<file path="src/rtl/sad_search_ctrl.sv">
// Full-search block-match sequencer: loads a 4x4 window into the SAD datapath, streams every
// word-aligned 4x4 candidate of the frame and keeps the minimum SAD with its position.
//
// state    | meaning
// ---------+-----------------------------------------------------------
// S_IDLE   | waiting for start; best_* hold previous result
// S_LOAD_WIN | reading window rows 0..3 into the datapath (k = row)
// S_FETCH  | reading candidate (row, col) rows k = 0..3; compare on k = 3
// S_DONE   | one-cycle completion pulse
module sad_search_ctrl #(
    parameter int ADDR_W = 32,
    parameter int DIM_W  = 8
) (
    input  logic              Clk,
    input  logic              Reset,
    input  logic              start,
    input  logic [ADDR_W-1:0] frame_base,
    input  logic [ADDR_W-1:0] window_base,
    input  logic [DIM_W-1:0]  frame_rows,
    input  logic [DIM_W-1:0]  frame_words,
    output logic [ADDR_W-1:0] MEM_SAD_Address,
    output logic              MEM_SAD_Read,
    output logic              frame_shift,
    output logic              window_shift,
    input  logic [31:0]       SAD_value,
    output logic              busy,
    output logic              done,
    output logic              best_valid,
    output logic [31:0]       best_sad,
    output logic [DIM_W-1:0]  best_row,
    output logic [DIM_W-1:0]  best_col
);

    typedef enum logic [1:0] {S_IDLE, S_LOAD_WIN, S_FETCH, S_DONE} state_t;

    state_t            r_state;
    state_t            w_state_nxt;
    logic [1:0]        r_k;
    logic [DIM_W-1:0]  r_row;
    logic [DIM_W-1:0]  r_col;
    logic [DIM_W-1:0]  r_rows;
    logic [DIM_W-1:0]  r_words;
    logic [ADDR_W-1:0] r_win_base;
    logic [ADDR_W-1:0] r_pitch;
    logic [ADDR_W-1:0] r_row_base;
    logic [ADDR_W-1:0] r_cand_base;
    logic [ADDR_W-1:0] r_addr;
    logic              r_best_valid;
    logic [31:0]       r_best_sad;
    logic [DIM_W-1:0]  r_best_row;
    logic [DIM_W-1:0]  r_best_col;

    logic              w_degenerate;
    logic              w_k_last;
    logic              w_last_col;
    logic              w_last_row;
    logic [ADDR_W-1:0] w_next_row_base;

    assign w_degenerate    = (frame_rows < DIM_W'(4)) || (frame_words == '0);
    assign w_k_last        = (r_k == 2'd3);
    assign w_last_col      = (r_col == r_words - DIM_W'(1));
    assign w_last_row      = (r_row == r_rows - DIM_W'(4));
    assign w_next_row_base = r_row_base + r_pitch;

    assign best_valid = r_best_valid;
    assign best_sad   = r_best_sad;
    assign best_row   = r_best_row;
    assign best_col   = r_best_col;

    always_comb begin
        w_state_nxt     = r_state;
        MEM_SAD_Address = '0;
        MEM_SAD_Read    = 1'b0;
        frame_shift     = 1'b0;
        window_shift    = 1'b0;
        busy            = (r_state != S_IDLE);
        done            = 1'b0;
        case (r_state)
            S_IDLE: begin
                if (start)
                    w_state_nxt = w_degenerate ? S_DONE : S_LOAD_WIN;
            end
            S_LOAD_WIN: begin
                MEM_SAD_Address = r_win_base + ADDR_W'({r_k, 2'b00});
                MEM_SAD_Read    = 1'b1;
                window_shift    = 1'b1;
                if (w_k_last)
                    w_state_nxt = S_FETCH;
            end
            S_FETCH: begin
                MEM_SAD_Address = r_addr;
                MEM_SAD_Read    = 1'b1;
                // Row 3 is consumed live from the read data, so it is not shifted in.
                frame_shift     = !w_k_last;
                if (w_k_last && w_last_row && w_last_col)
                    w_state_nxt = S_DONE;
            end
            S_DONE: begin
                done        = 1'b1;
                w_state_nxt = S_IDLE;
            end
            default: w_state_nxt = S_IDLE;
        endcase
    end

    always_ff @(posedge Clk) begin
        if (Reset) begin
            r_state      <= S_IDLE;
            r_k          <= '0;
            r_row        <= '0;
            r_col        <= '0;
            r_rows       <= '0;
            r_words      <= '0;
            r_win_base   <= '0;
            r_pitch      <= '0;
            r_row_base   <= '0;
            r_cand_base  <= '0;
            r_addr       <= '0;
            r_best_valid <= 1'b0;
            r_best_sad   <= '1;
            r_best_row   <= '0;
            r_best_col   <= '0;
        end else begin
            r_state <= w_state_nxt;
            case (r_state)
                S_IDLE: begin
                    if (start) begin
                        r_k          <= '0;
                        r_row        <= '0;
                        r_col        <= '0;
                        r_rows       <= frame_rows;
                        r_words      <= frame_words;
                        r_win_base   <= window_base;
                        r_pitch      <= ADDR_W'({frame_words, 2'b00});
                        r_row_base   <= frame_base;
                        r_cand_base  <= frame_base;
                        r_addr       <= frame_base;
                        r_best_valid <= 1'b0;
                        r_best_sad   <= '1;
                    end
                end
                S_LOAD_WIN: begin
                    r_k <= r_k + 2'd1;
                end
                S_FETCH: begin
                    r_k <= r_k + 2'd1;
                    if (!w_k_last) begin
                        r_addr <= r_addr + r_pitch;
                    end else begin
                        if (SAD_value < r_best_sad) begin
                            r_best_sad   <= SAD_value;
                            r_best_row   <= r_row;
                            r_best_col   <= r_col;
                            r_best_valid <= 1'b1;
                        end
                        if (w_last_col) begin
                            r_col       <= '0;
                            r_row       <= r_row + DIM_W'(1);
                            r_row_base  <= w_next_row_base;
                            r_cand_base <= w_next_row_base;
                            r_addr      <= w_next_row_base;
                        end else begin
                            r_col       <= r_col + DIM_W'(1);
                            r_cand_base <= r_cand_base + ADDR_W'(4);
                            r_addr      <= r_cand_base + ADDR_W'(4);
                        end
                    end
                end
                default: ;
            endcase
        end
    end

endmodule
</file>
<file path="config.mk">
export PLATFORM = sky130hd
export DESIGN_NAME = sad_search_ctrl
export DESIGN_NICKNAME = d
export VERILOG_FILES = /design/src/rtl/sad_search_ctrl.sv
export SDC_FILE = /design/constraint.sdc
export NUM_CORES = 1
export LEC_CHECK = 0
export ABC_AREA = 1
export BUFFER_PORTS_ARGS = -buffer_cell sky130_fd_sc_hd__buf_4
export CORE_MARGIN = 8
export CORE_UTILIZATION = 30
export DETAILED_ROUTE_END_ITERATION = 10
export SLEW_MARGIN = 20
export SYNTH_ARGS = -nofsm -noshare
export SYNTH_HDL_FRONTEND = slang
export SYNTH_SLANG_ARGS = --single-unit
</file>
<file path="constraint.sdc">
create_clock -name Clk -period 2.4 [get_ports Clk]
set_input_delay 0.12 -clock Clk [delete_from_list [all_inputs] [get_ports Clk]]
set_output_delay 0.12 -clock Clk [all_outputs]
set_load 0.03 [all_outputs]
</file>
==> flow_summary_export.csv <==
group,metric,value,unit
sta,fmax,0.350,GHz
sta,rsz0062_at_grt,"true",
cts,clockBufferDepth,3,
yosys,avgSynthCellArea,6.15,sq um
drt,vias_per_cell,5.10,
grt,grt_pass1_vias,16666,
floorplan,dieArea,56200,sq um
placement,gp_congestion,0.944,
layout,fin_nets,2897,
sta,slew_headroom,0.502,
yosys,synthTopCellsByCount,"nand2_1, inv_1, nor2_1, nand3_1, a21oi_1",
pwr,power_density,987,nW/um^2
yosys,yosys.area.top_type,"dfxtp_1",
min_path,hold_path_class,"in -> reg",
worst_setup_path,critPathKind,"reg -> out",
sta,worstMarginPinSlew,746,ps
worst_setup_path,r2r-start,"r_pitch[9]",
floorplan,initial_core_util,0.302,
grt,grt_use_total,0.199,
yosys,synth-seq-cells,213,
cts,cts_root_buf,"clkbuf_16",
sta,layout_setup_ws,-459,ps
layout,area_growth,37.9,%
drt,drt_wl_total,59300,um
job,maxCapViolCount,0,
layout,multi_input_area,9670,sq um
sta,finalSetupViolCount,23,
drt,via_count,17145,
yosys,syn-num-nets,2564,
sta,fin_hold_ws,5.13,ps
worst_setup_path,path_delay_family,"simple AND/OR/NAND/NOR gates",
yosys,synth-compound-area-share,0.154,
cts,cts.sink_count,213,
yosys,synth_top_area_share,0.291,
grt,grt_max_degree,101,
yosys,synthFlopType,"dfxtp_1",
sta,finalCriticalPeriod,2860,ps
cts,clock_latency,570,ps
min_path,min_to,"r_cand_base[30]",
floorplan,num_io_pins,201,
pwr,leakage,8.99,nW
worst_setup_path,worstPathRequired,2280,ps
floorplan,die_h,237,um
yosys,ys_seq_area_frac,0.291,
sta,fin_skew,10.9,ps
grt,antenna_found_initial,1,
yosys,synth-adder-area-share,0.0544,
worst_setup_path,r2r_slack,150,ps
placement,placed_area,17400,sq um
floorplan,fp.coreArea,48600,sq um
worst_setup_path,critical_path_buf_inv_count,3,
yosys,synth-xor-area-share,0.0338,
worst_setup_path,critPathMaxStageDelay,350,ps
worst_setup_path,endpoint_kind,"output pin",
cts,clk_pin_slew,60,ps
run_status,violations,"negative setup slack",
yosys,ys_types,47,
yosys,synth_area,14700,sq um
floorplan,fp-row-count,81,
yosys,yosys-mux-area-fraction,0,
yosys,synth.most_common_cell,"nand2_1",
sta,hold_viol,0,
layout,regArea,4280,sq um
floorplan,die_w,237,um
min_path,min_delay_path_depth,5,
worst_setup_path,r2r_cells,13,
worst_setup_path,path_cells,"ha_4, inv_2, fa_2, inv_2, nand2_2, nor2_4, nand3_4, nor2_4, nand3b_1, nor2_2, nand2_1, a21oi_1, o21ai_1, a21oi_2, buf_6",
layout,stdcell_count,3363,
layout,postLayoutCellArea,20200,sq um
layout,n_fill_cell,5061,
drt,drc,0,
placement,dp_cells,3195,
sta,slew_violations,0,
cts,cts_buffers,28,
worst_setup_path,rr_endpoint,"r_addr[21]",
grt,grt_pass1_wl,91700,um
run_status,status,"finished, violations left",
yosys,synth_edf_count,0,
yosys,synth_area_leaders,"dfxtp_1, nand2_1, nand3_1",
layout,drive_gt1_frac,0.199,
yosys,netlist_instances,2387,
yosys,synth_top_family_by_area,"simple AND/OR/NAND/NOR gates",
placement,place.port_buffers,200,
cts,cts_tree,"done",
cts,htree_levels,1,
drt,postRouteAntennaNets,0,
drt,wl_per_cell,17.6,um
pwr,ir_drop,0.595,mV
yosys,async_flop_share,0,
grt,grt-ovfl-total,0,
worst_setup_path,slowest_stage,"dfxtp_2",
yosys,synthSimpleGateAreaFrac,0.377,
drt,drt_first_pass_iters,5,
drt,drt-initial-drc-count,1241,
sta,period_share,1.19,
min_path,min-delay-start,"frame_base[30]",
placement,dp_hpwl,43400,um
yosys,ys_warn_count,0,
worst_setup_path,critPathMaxFanout,3,
worst_setup_path,critPathLaunchType,"flip-flop",
worst_setup_path,arrival,2740,ps
[power by group]
group / switching, mW / internal, mW / total (mW)
Combinational: 5.99 / 3.55 / 9.54
Clock: 1.76 / 2.87 / 4.63
Sequential: 1.23 / 4.58 / 5.81
[cell type report]
cell class              instances  share of cell area
repair buffers                407               0.176
clock buffers                  40              0.0419
inverters                     237              0.0454
flip-flops and latches        213               0.212
multi-input cells            1833               0.478
clock inverters                10             0.00798
well taps                     622              0.0385
diodes                          1            0.000124
[through the flow]
step            util  setup WS (ps)  setup TNS [ps]  power (mW)
2_1_floorplan      -           5.13               0        11.3
3_3_place_gp   0.357          -91.5            -170        14.2
3_5_place_dp   0.357           -102            -158        14.4
4_1_cts        0.404           -530           -7950        19.4
5_1_grt        0.416           -662          -10310        21.4
6_report       0.416           -459           -6480        20.0
[layer usage]
| metal | up-vias | routed length (um) | GRT usage |
|---|---|---|---|
| li1 | 8485 | - | - |
| met1 | 7957 | 26600 | 0.262 |
| met2 | 594 | 27200 | 0.333 |
| met3 | 109 | 3630 | 0.0310 |
| met4 | 0 | 1940 | 0.0610 |
| met5 | - | 0 | 0 |
[timing repair]
action	4_1_cts	5_1_grt
gates cloned	0	4
hold buffers	100	0
hold endpoints to repair	111	0
endpoints found under the setup margin	32	182
pin swaps	19	24
resized for setup	71	126
buffers inserted	3	10
[sequential cells by signal, indices dropped and copies added (netlist names)]
| signal | count |
|---|---|
| r_k | 2 |
| r_pitch | 8 |
| best_sad | 32 |
| best_row | 8 |
| best_valid | 1 |
| r_row_base | 32 |
| r_col | 8 |
| r_addr | 32 |
| r_rows | 8 |
| r_cand_base | 32 |
| r_win_base | 32 |
| r_row | 8 |
| r_state | 2 |
| best_col | 8 |
[cell usage in the layout (no fill, tap or decap), drive strengths merged, types with 11 or more instances in the layout]
cell type / netlist / routed
ha: 59 / 59
dfxtp: 213 / 213
nor3: 55 / 55
dlygate4sd3: 0 / 100
inv: 235 / 233
clkbuf: 75 / 43
or2: 52 / 52
nand2: 655 / 655
xor2: 34 / 34
nand3: 224 / 224
nor2: 231 / 231
a21oi: 214 / 214
buf: 29 / 304
nand3b: 17 / 17
o21ai: 188 / 188
xnor2: 20 / 20
a31oi: 11 / 11
nand4: 29 / 29
[logic make-up (layout without fill, tap and decap cells)]
| kind of cell | after synthesis | in the layout |
|---|---|---|
| simple gates | 1280 | 1280 |
| xor+xnor | 55 | 55 |
| flops | 213 | 213 |
| compound gates | 436 | 436 |
| buf+inv | 341 | 694 |
| fa+ha+maj | 62 | 62 |
| other cells | 0 | 1 |
[tightest hold or removal path: cells and delay by family]
| kind | cells | cell delay, ps |
|---|---|---|
| simple gates | 3 | 270 |
| buf+inv | 1 | 80 |
| compound gates | 1 | 50 |
[worst max-delay path by stage]
stage          slack, ps  cells after the start             endpoint     startpoint
6_report            -460                     15  MEM_SAD_Address[26]  r_win_base[2]
3_3_place_gp         -90                     15  MEM_SAD_Address[26]  r_win_base[2]
2_1_floorplan          5                     14  MEM_SAD_Address[26]         r_k[0]
5_1_grt             -660                     15  MEM_SAD_Address[26]         r_k[0]
3_5_place_dp        -100                     15  MEM_SAD_Address[26]  r_win_base[2]
4_1_cts             -530                     15  MEM_SAD_Address[26]  r_win_base[2]
No activity file was read; power rests on OpenSTA's default activity.
